## src/rtl/tow_pkg.sv

```systemverilog
// Shared definitions for the tug-of-war round controller.
//   tow_state_t  : FSM state encoding
//   TICK_CNT_W   : width of the round/countdown tick counter
//   centre_pos() : rope centre position for a given end position
package tow_pkg;

    typedef enum logic [2:0] {
        ST_IDLE      = 3'd0,
        ST_COUNTDOWN = 3'd1,
        ST_ROUND     = 3'd2,
        ST_SETTLE    = 3'd3,
        ST_SCORE     = 3'd4,
        ST_CLEAR     = 3'd5,
        ST_GAMEOVER  = 3'd6
    } tow_state_t;

    localparam int TICK_CNT_W = 8;

    function automatic logic [3:0] centre_pos(input int pos_max);
        return 4'(pos_max / 2);
    endfunction

endpackage

```

## src/rtl/tow_round_ctrl_tick_timer.sv

```systemverilog
// tick_timer: 8-bit up-counter of tick strobes with synchronous clear and a
// terminal-count compare.
//   clk, rst : clock, async active-high reset
//   clr      : synchronous clear (wins over counting)
//   en       : counting enabled in the current state
//   tick     : time-base strobe
//   target   : number of ticks that ends the interval (>= 1)
//   done     : the tick arriving this cycle is the target-th one
module tick_timer
    import tow_pkg::*;
(
    input  logic                  clk,
    input  logic                  rst,
    input  logic                  clr,
    input  logic                  en,
    input  logic                  tick,
    input  logic [TICK_CNT_W-1:0] target,
    output logic                  done
);

    logic [TICK_CNT_W-1:0] count;

    always_ff @(posedge clk or posedge rst) begin
        if (rst) begin
            count <= '0;
        end else if (clr) begin
            count <= '0;
        end else if (en && tick) begin
            count <= count + 1'b1;
        end
    end

    // Compare against target-1 so the interval ends on the edge that
    // samples the final tick, not one tick later.
    assign done = en && tick && (count == target - 1'b1);

endmodule

```

## src/rtl/tow_round_ctrl.sv

```systemverilog
// tow_round_ctrl: sequences tug-of-war speed rounds and moves the rope.
//   clk, rst      : clock, async active-high reset
//   start         : one-cycle start/restart pulse (honoured in IDLE/GAMEOVER)
//   tick          : one-cycle time-base strobe
//   speed_right   : right side pushed more in the last round
//   speed_tie     : both sides pushed equally (priority over speed_right)
//   speedRound    : push counters enabled
//   speedExit     : one-cycle clear of the push counters
//   rope_pos      : rope position 0..POS_MAX
//   countdown     : "get ready" phase
//   game_over     : a side has pulled the rope to its end
//   winner_right  : valid with game_over, 1 = right side won
//
// state      | meaning
// -----------+-----------------------------------------------
// IDLE       | waiting for start
// COUNTDOWN  | counting COUNTDOWN_TICKS ticks before a round
// ROUND      | speedRound high for ROUND_TICKS ticks
// SETTLE     | 2 cycles for the push counter compare to settle
// SCORE      | 1 cycle, sample result and move the rope
// CLEAR      | 1 cycle, speedExit high, check for an end position
// GAMEOVER   | result held until start
module tow_round_ctrl
    import tow_pkg::*;
#(
    parameter int COUNTDOWN_TICKS = 3,
    parameter int ROUND_TICKS     = 200,
    parameter int POS_MAX         = 8
) (
    input  logic       clk,
    input  logic       rst,
    input  logic       start,
    input  logic       tick,
    input  logic       speed_right,
    input  logic       speed_tie,
    output logic       speedRound,
    output logic       speedExit,
    output logic [3:0] rope_pos,
    output logic       countdown,
    output logic       game_over,
    output logic       winner_right
);

    localparam logic [3:0] POS_END = 4'(POS_MAX);
    localparam logic [3:0] POS_MID = centre_pos(POS_MAX);

    tow_state_t            state, state_nxt;
    logic                  settle_2nd, settle_2nd_nxt;
    logic [3:0]            rope_nxt;
    logic                  winner_nxt;
    logic                  timing, timer_clr, timer_done;
    logic [TICK_CNT_W-1:0] timer_target;

    // The counter only runs in the two timed states; it sits at zero
    // elsewhere, so a tick on the first cycle of a timed state counts.
    assign timing       = (state == ST_COUNTDOWN) || (state == ST_ROUND);
    assign timer_target = (state == ST_ROUND) ? TICK_CNT_W'(ROUND_TICKS)
                                              : TICK_CNT_W'(COUNTDOWN_TICKS);
    assign timer_clr    = !timing || timer_done;

    tick_timer u_timer (
        .clk    (clk),
        .rst    (rst),
        .clr    (timer_clr),
        .en     (timing),
        .tick   (tick),
        .target (timer_target),
        .done   (timer_done)
    );

    always_ff @(posedge clk or posedge rst) begin
        if (rst) begin
            state        <= ST_IDLE;
            settle_2nd   <= 1'b0;
            rope_pos     <= POS_MID;
            winner_right <= 1'b0;
        end else begin
            state        <= state_nxt;
            settle_2nd   <= settle_2nd_nxt;
            rope_pos     <= rope_nxt;
            winner_right <= winner_nxt;
        end
    end

    always_comb begin
        state_nxt      = state;
        settle_2nd_nxt = 1'b0;
        rope_nxt       = rope_pos;
        winner_nxt     = winner_right;

        unique case (state)
            ST_IDLE, ST_GAMEOVER: begin
                if (start) begin
                    state_nxt  = ST_COUNTDOWN;
                    rope_nxt   = POS_MID;
                    winner_nxt = 1'b0;
                end
            end
            ST_COUNTDOWN: begin
                if (timer_done) state_nxt = ST_ROUND;
            end
            ST_ROUND: begin
                if (timer_done) state_nxt = ST_SETTLE;
            end
            ST_SETTLE: begin
                settle_2nd_nxt = !settle_2nd;
                if (settle_2nd) state_nxt = ST_SCORE;
            end
            ST_SCORE: begin
                state_nxt = ST_CLEAR;
                if (speed_tie) begin
                    rope_nxt = rope_pos;
                end else if (speed_right) begin
                    if (rope_pos != POS_END) rope_nxt = rope_pos + 4'd1;
                end else begin
                    if (rope_pos != 4'd0) rope_nxt = rope_pos - 4'd1;
                end
            end
            ST_CLEAR: begin
                if ((rope_pos == 4'd0) || (rope_pos == POS_END)) begin
                    state_nxt  = ST_GAMEOVER;
                    winner_nxt = (rope_pos == POS_END);
                end else begin
                    state_nxt = ST_COUNTDOWN;
                end
            end
            default: state_nxt = ST_IDLE;
        endcase
    end

    assign speedRound = (state == ST_ROUND);
    assign speedExit  = (state == ST_CLEAR);
    assign countdown  = (state == ST_COUNTDOWN);
    assign game_over  = (state == ST_GAMEOVER);

endmodule

```

## config.mk

```make
export PLATFORM = sky130hd
export DESIGN_NAME = tow_round_ctrl
export DESIGN_NICKNAME = d
export VERILOG_FILES = /design/src/rtl/tow_pkg.sv /design/src/rtl/tow_round_ctrl_tick_timer.sv /design/src/rtl/tow_round_ctrl.sv
export SDC_FILE = /design/constraint.sdc
export NUM_CORES = 1
export LEC_CHECK = 0
export ABC_AREA = 1
export CORE_UTILIZATION = 55
export CTS_CLUSTER_SIZE = 20
export DETAILED_ROUTE_END_ITERATION = 8
export GPL_ROUTABILITY_DRIVEN = 1
export HOLD_SLACK_MARGIN = 0.1
export PLACE_DENSITY = 0.79
export SETUP_SLACK_MARGIN = 0.3
export SLEW_MARGIN = 20
export SYNTH_ARGS = -nofsm -noshare
export SYNTH_HDL_FRONTEND = slang
export SYNTH_SLANG_ARGS = --single-unit
```

## constraint.sdc

```tcl
create_clock -name clk -period 2.6 [get_ports clk]
set_input_delay 0.39 -clock clk [delete_from_list [all_inputs] [get_ports clk]]
set_output_delay 0.39 -clock clk [all_outputs]
set_load 0.02 [all_outputs]
```

-- Word level (Yosys, flattened, before mapping)
Cells that the tools add are included.
- muxes and demuxes: 19
- order comparisons: 0
- reductions and logical operators: 17
- shifts and indexed selects: 0
- bitwise gates (word level): 0
- $mul: 0
- div/mod/pow operators: 0
- equal/unequal tests: 17
- add/subtract/negate cells: 4
- operators by type and width (operator ; count):
    two-way mux 8 bit ; 3
    two-way mux 4 bit ; 5
    case mux 3 bit (6 select lines) ; 1
    two-way mux 3 bit ; 5
    equality test 3 bit, second input constant ; 3
    adder 8 x 1 -> 8 bit, second input constant ; 1
    equality test 8 bit ; 1
    case mux 4 bit (2 select lines) ; 1
    subtractor 8 x 1 -> 8 bit, second input constant ; 1
    equality test 3 x 2 -> 1 bit, second input constant ; 2
    != test 2 x 1 -> 1 bit, second input constant ; 3
    != test 2 bit, second input constant ; 3
    != test 3 bit, second input constant ; 2
    nonzero test 2 bit ; 3
    AND reduction 5 bit ; 1
    adder 4 x 1 -> 4 bit, second input constant ; 1
    equality test 4 bit, second input constant ; 1
    zero test 4 bit ; 1
    != test 4 bit, second input constant ; 1
    AND reduction 4 bit ; 1
    nonzero test 4 bit ; 1
    subtractor 4 x 1 -> 4 bit, second input constant ; 1
    equality test 3 x 1 -> 1 bit, second input constant ; 1
    zero test 3 bit ; 1
    7 further kinds ; 13
- memory bits (writable): 0
- flip-flop bits (word level): 17
- memories: 0
- bits in latches: 0
- output and inout port bits: 9
- input port bits: 6
- memory bits (read-only): 0

-- Longest topological paths before layout
Gate-level depths: netlist (run 1).
- word-level depth: 7
- depth in mapped cells: 11
- mapped depth without buffers: 10

-- Cells and area by module
From an unflattened synthesis (run 1), not the netlist that was laid out.
- cell total of the unflattened synthesis: 211
- area, all modules: 1371.3 sq um
- by module, submodules not included (module ; area an instance (sq um) ; times used ; cells each):
    tick_timer ; 705.7 ; 1 ; 114
    tow_round_ctrl ; 665.6 ; 1 ; 97

-- Least setup slack after synthesis (run 1)
Ideal clock, no wire load.
- path type: flip-flop to flip-flop
- start point: reg state[0]
- end point: reg state[0]
- stages on the path, launching flop included: 12
- path buffers: 1
- data required time: 2487 ps
- library setup time: 113 ps
- path slack: 1160 ps
- arrival time: 1327 ps
- period minus slack after synthesis: 1440 ps
- cells stage by stage: dfrtp_1 > inv_2 > nand2_4 > nor2_2 > nand2_2 > nand3_2 > nand2_2 > buf_6 > nand2_2 > nand2_1 > nand2_1 > inv_1
- cells in the longest elaborated chain, start to end: 7
- elaborated cells between the ends (all ways): 20
- ends and longest elaborated chain (item ; RTL line ; text):
    start: declaration ; tow_round_ctrl.sv:47 ; tow_state_t state, state_nxt;
    start signal: assignment ; tow_round_ctrl.sv:78 ; state <= state_nxt;
    equality test 3 x 2 -> 1 bit (*) ; - ;
    net speedRound ; tow_round_ctrl.sv:36 ; output logic speedRound,
    two-way mux 8 bit ; tow_round_ctrl.sv:57 ; assign timer_target = (state == ST_ROUND) ? TICK_CNT_W'(ROUND_TICKS)
    subtractor 8 x 1 -> 8 bit ; tow_round_ctrl_tick_timer.sv:35 ; assign done = en && tick && (count == target - 1'b1);
    equality test 8 bit ; tow_round_ctrl_tick_timer.sv:35 ;
    logical AND 1 bit ; tow_round_ctrl_tick_timer.sv:35 ;
    != test 2 x 1 -> 1 bit (no source line) ; - ;
    AND reduction 4 bit (no source line) ; - ;
Mark *: on every way through the listed nets, which the timed path passes. The rest lies on a longest branch.
A chain may end at the register's enable or synchronous reset.

-- Worst setup path in the final report (run 1)
- start point: reg state[0]
- end point: out speedRound
- cells in the longest elaborated chain, start to end: 1
- ends and longest elaborated chain (item ; RTL line ; text):
    equality test 3 x 2 -> 1 bit ; tow_round_ctrl.sv:131 ; assign speedRound = (state == ST_ROUND);
    end: declaration ; tow_round_ctrl.sv:36 ;
No other way between the ends.

==> summary.md, run 1 <==
| Metric | Value |
|---|---|
| Synthesized area per cell | 7.37 um2 |
| First-pass GRT wire length | 3490 um |
| Routability cong. | 0.884 |
| Crit path kind | reg -> out |
| Post-synthesis cell area | 0.00110 mm2 |
| Crit path max fanout | 7 |
| Status | complete, no violations |
| Area of the multi-input gates | 567 um2 |
| Setup slack after layout | 0.494 ns |
| Nets | 177 |
| H-tree lvl count | 1 |
| Clk_lat worst skew | 0.28 ns |
| Startpoint types | register |
| Switching Share | 0.473 |
| DR DRC count | 0 |
| # Post-CTS Setup Buffers | 0 |
| Final Critical Period | 2.11 ns |
| Fin. Hold Viols | 0 |
| Final setup fails | 0 |
| IO buf count | 14 |
| Initial antenna violation count | 0 |
| Slew at the pin with the worst max-slew slack | 0.633 ns |
| Setup crit start | state[0] |
| DR pass1 iterations | 4 |
| Longest Clk Path Bufs | 2 |
| RSZ-0062 raised after global routing | no |
| RR Endpoint | u_timer.count[0] |
| Setup TNS | 0 ns |
| WP depth | 4 |
| Pre-CTS setup slack | 0.630 ns |
| Hpwl dp | 1710 um |
| Reg2reg start | state[1] |
| Top cells by area, synth | dfrtp_1 36%, nand2_1 13%, inv_1 7.1% |
| Global Route Usage Sum | 0.221 |
| Top cell type by total area after synthesis | dfrtp_1 |
| Reg2Reg Depth | 7 |
| Clock root cell | clkbuf_4 |
| Syn_nets | 160 |
| Internal | 0.663 mW |
| Cells after synthesis | 150 |
| Layout filler cell count | 163 |
| Post-DRT Antenna Nets | 0 |
| Pin count of the biggest net entering global routing | 18 |
| Die width | 46.8 um |
| Die H | 46.8 um |
| LEAKAGE | 0.627 nW |
| Total grt overflow | 0 |
| Max Clk Rate | 475 MHz |
| Die area | 0.00219 mm2 |
| Sequential share of power | 0.343 |
| Max_cap viols | 0 |
| N_diodes | 0 |
| Post-CTS Hold Fix Bufs | 0 |
| Setup crit end kind | output pin |
| Period utilization | 0.810 |
| Hold WC Path Type | in -> async |
| Number of global-route vias before repair | 841 |
| CTS tree | yes |
| Via density | 5.19 |
| Reg area | 427 um2 |
| Share of cells above drive strength 1 | 0.102 |
| Via count | 992 |
| CTS clock-pin slew for the worst setup and hold paths | 0.10 ns |
| Worst Skew | 0.00183 ns |
| Core Footprint | 0.00180 mm2 |
| Gate power share | 0.545 |
| Wire per inst | 11.4 um |
| Slew headroom | 0.578 |
| Initial Utilization | 0.613 |
| Critical Path RT | 2.21 ns |
| CTS buffer count | 3 |
| Max stage delay on crit path | 0.62 ns |
| Net switching power | 0.595 mW |
| Critical Path AT | 1.72 ns |
| VDD IR-drop max | 0.628 mV |
| Top Family by Delay on Critical Path | buffers and inverters |
| Yosys top cell area share | 0.362 |
| Cell variety after synth | 25 |
| CTS sink count | 17 |
| Clock Power Share | 0.112 |
| P&R area growth vs syn | 16.2% |
| Critical Path End | speedRound |
| Initial DRC Count | 32 |
| Flop2flop setup slack | 1.02 ns |
| CTS resizes | 0 |
| Post-Route WL | 2170 um |
| Ports | 15 |
| Yosys warns | 0 |
| Yosys reg bits | 17 |
| FP Rows | 15 |
| Crit-path cells | inv_2 -> nand2_4 -> nor2_2 -> clkdlybuf4s50_1 |
| Worst path slowest cell | clkdlybuf4s50_1 |
| Worst Path Buf+Inv | 2 |
| Power per cell area | 980 mW/mm2 |
| Fin. max-slew vios | 0 |
| Register area share after synthesis | 0.386 |
## layout by cell type, fill, tap and decap left out, types with 2 or more instances in the layout
cell type / instances
dfrtp_1: 16
xor2_1: 5
nor2_2: 2
nand3_1: 11
nand2_1: 39
a21oi_1: 4
ha_1: 3
nand2_2: 3
o21ai_0: 6
nand3_2: 3
nand4_1: 4
clkbuf_4: 3
xnor2_1: 2
clkdlybuf4s50_1: 14
inv_1: 21
inv_2: 2
o21ai_1: 2
nor3_1: 4
nor2_1: 15
## per-stage QoR
step | utilization | std cells | total power [mW] | hold WS [ns] | instance area (um2)
after floorplan | - | 150 | 0.913 | 0.315 | 1100
after global placement | 0.698 | 187 | 1.09 | 0.492 | 1260
after detailed placement | 0.698 | 187 | 1.12 | 0.511 | 1260
after CTS | 0.713 | 191 | 1.26 | 0.484 | 1280
after global routing | 0.713 | 191 | 1.37 | 0.536 | 1280
final | 0.713 | 191 | 1.26 | 0.472 | 1280
## Yosys cell counts
library cell / instances
inv_2: 2
ha_1: 3
o22ai_1: 1
xnor2_1: 2
nand2_4: 1
dfrtp_1: 16
inv_4: 1
nor3_1: 4
dfstp_2: 1
xor2_1: 5
nand3_2: 3
a21oi_1: 4
nand2_1: 39
or2_2: 1
o21ai_1: 2
nor2_2: 2
buf_6: 1
nand4_1: 4
buf_4: 1
nor2_1: 15
nand3_1: 11
o21ai_0: 6
nand2_2: 3
inv_1: 21
fa_1: 1
## how the worst min path moves through the flow
stage | from | cells after the start | endpoint
final | rst | 2 | rope_pos[0]
after global routing | rst | 2 | u_timer.count[2]
after CTS | rst | 2 | u_timer.count[2]
after detailed placement | rope_pos[2] | 2 | rope_pos[2]
after global placement | rope_pos[2] | 2 | rope_pos[2]
after floorplan | rst | 1 | rope_pos[0]
## final cells by class
cell class / instances / area share
Inverter: 24 / 0.0721
Timing Repair Buffer: 14 / 0.109
Multi-Input combinational cell: 107 / 0.442
Tap cell: 25 / 0.0244
Sequential cell: 17 / 0.332
Clock buffer: 4 / 0.0205
## cells by family (layout without fill, tap and decap cells)
family	count (synthesis)	in the layout	share of synthesized area
compound gates	13	13	0.0600
xor+xnor	7	7	0.0555
fa+ha+maj	4	4	0.0521
buf+inv	26	42	0.101
flops	17	17	0.386
simple gates	83	83	0.345
## routing by layer
metal	GRT usage	vias up	routed length [um]
met1	0.308	456	1060
met3	0.0231	4	97
met4	0.0629	0	23
met2	0.364	27	990
li1	-	505	-
met5	0	-	0
## power by group through the flow
stage	Clock (mW)	Sequential, mW	Combinational (mW)
floorplan	0	0.422	0.491
global placement	0	0.433	0.661
detailed placement	0	0.435	0.682
CTS	0.144	0.430	0.688
global route	0.155	0.438	0.775
finish	0.140	0.431	0.686
## sequential cells by signal, indices dropped and copies added, names as in the netlist
| signal | flops |
|---|---|
| rope_pos | 4 |
| u_timer.count | 8 |
| winner_right | 1 |
| settle_2nd | 1 |
| state | 3 |
No activity file was read; power rests on OpenSTA's default activity.
==> run 2, diff against run 1 <==
Settings changed: CORE_UTILIZATION 55 to 48, PLACE_DENSITY 0.79 to 0.73.
Clock period 2.6 ns to 1.9 ns, I/O delays scaled along.
==> summary.md, run 2 (synthesis gave the netlist of run 1 again) <==
| Metric | Value |
|---|---|
| Hold WC Path Type | in -> async |
| CTS buffer count | 3 |
| Pin count of the biggest net entering global routing | 18 |
| DR DRC count | 0 |
| Clk_lat worst skew | 0.28 ns |
| Setup crit end kind | output pin |
| Post-CTS Hold Fix Bufs | 0 |
| Most flops, register | u_timer.count |
| Die H | 50.0 um |
| Final setup fails | 0 |
| Critical Path AT | 1.26 ns |
| Initial Utilization | 0.504 |
| Largest register FFs | 8 |
| Crit path max fanout | 2 |
| Initial antenna violation count | 0 |
| Longest Clk Path Bufs | 2 |
| First-pass GRT wire length | 3880 um |
| Post-DRT Antenna Nets | 0 |
| Die width | 50.0 um |
| FP Rows | 17 |
| Commonest cells after routing, fill and taps aside | 39 x nand2_1, 21 x inv_1, 14 x nor2_1 |
| Startpoint types | register |
| Final Critical Period | 1.54 ns |
| N_diodes | 0 |
| CTS clock-pin slew for the worst setup and hold paths | 0.10 ns |
| Initial DRC Count | 39 |
| Period utilization | 0.812 |
| Share of cells above drive strength 1 | 0.176 |
| Top Family by Delay on Critical Path | buffers and inverters |
| CTS tree | yes |
| Fin. max-slew vios | 0 |
| Max stage delay on crit path | 0.61 ns |
| Via count | 982 |
| Core Footprint | 0.00219 mm2 |
| Via density | 4.96 |
| Critical Path RT | 1.62 ns |
| Crit path kind | reg -> out |
| Hpwl dp | 1680 um |
| Area of the multi-input gates | 569 um2 |
| Setup TNS | 0 ns |
| Fin. Hold Viols | 0 |
| Reg area | 430 um2 |
| Total grt overflow | 0 |
| Routability cong. | 0.870 |
| Area after DPL | 0.00128 mm2 |
| Pwr Total | 1.64 mW |
| Worst Skew | 0.00209 ns |
| Status | complete, no violations |
| Post-Route WL | 2190 um |
| H-tree lvl count | 1 |
| VDD IR-drop max | 0.900 mV |
| Largest regs | u_timer.count x8, rope_pos x4, state x3 |
| Slew headroom | 0.578 |
| IO buf count | 14 |
| Worst path slowest cell | clkdlybuf4s50_1 |
| Power per cell area | 1260 mW/mm2 |
| LEAKAGE | 0.665 nW |
| Max_cap viols | 0 |
| Nets | 181 |
| RSZ-0062 raised after global routing | no |
| DR pass1 iterations | 4 |
| Max Clk Rate | 648 MHz |
| Ports | 15 |
| Crit-path cells | clkdlybuf4s50_1 |
| Worst Path Buf+Inv | 1 |
| Clock root cell | clkbuf_4 |
| Number of global-route vias before repair | 1008 |
| Final Instance Area | 0.00130 mm2 |
| Layout filler cell count | 198 |
| P&R area growth vs syn | 17.7% |
| Die area | 0.00250 mm2 |
| Leading cell type in the layout, fill and taps excluded | nand2_1 |
| Slew at the pin with the worst max-slew slack | 0.633 ns |
| CTS sink count | 17 |
| Wire per inst | 11.0 um |
| Global Route Usage Sum | 0.202 |
run 2: changes by cell type in the layout (fill, tap and decap cells not counted), sizes merged:
cell | before | now
clkdlybuf4s50 | 14 | 6
clkinv | 0 | 1
buf | 0 | 6
dlygate4sd2 | 0 | 4
clkbuf | 4 | 5
run 2: path summary, 6_finish.rpt:
| check | endpoint | slack (ns) | cells past startpoint | start |
|---|---|---|---|---|
| setup / recovery | winner_right | 0.36 | 1 | winner_right |
| hold / removal | u_timer.count[3] | 0.37 | 2 | rst |
| setup reg to reg | rope_pos[3] | 0.47 | 5 | rope_pos[2] |
| hold reg to reg | rope_pos[2] | 0.51 | 2 | rope_pos[2] |
| max in group asynchronous | state[1] | 1.08 | 2 | rst |
| min in group clk | rope_pos[2] | 0.51 | 2 | rope_pos[2] |
run 2: what timing repair did:
item | 4_1_cts | 5_1_grt
endpoints found under the setup margin | 8 | 6
buffers inserted | 2 | 0
pin swaps | 0 | 0
gates resized for setup | 17 | 6
run 2: layer usage:
| metal | share of wire | GRT usage |
|---|---|---|
| met3 | 0.031 | 0.0401 |
| met2 | 0.49 | 0.363 |
| met5 | 0 | 0 |
| met4 | 0.0064 | 0.0714 |
| met1 | 0.47 | 0.235 |
run 2: cell type report:
class	instances	area share
Clock buffer	3	0.0173
Timing Repair Buffer	18	0.112
Sequential cell	17	0.331
Tap cell	28	0.0269
Clock inverter	1	0.00385
Multi-Input combinational cell	107	0.438
Inverter	24	0.0712
run 2: through the flow:
stage	utilization	setup WS (ns)	hold slack, ns	std cells
after CTS	0.599	0.239	0.403	198
after global placement	0.583	0.194	0.490	192
after floorplan	-	0.460	0.210	150
after detailed placement	0.583	0.111	0.494	192
final	0.593	0.357	0.370	198
after global routing	0.593	0.305	0.432	198
run 2: power by group:
| group | internal, mW | switching, mW |
|---|---|---|
| logic | 0.323 | 0.563 |
| registers | 0.463 | 0.0992 |
| clock network | 0.0781 | 0.109 |
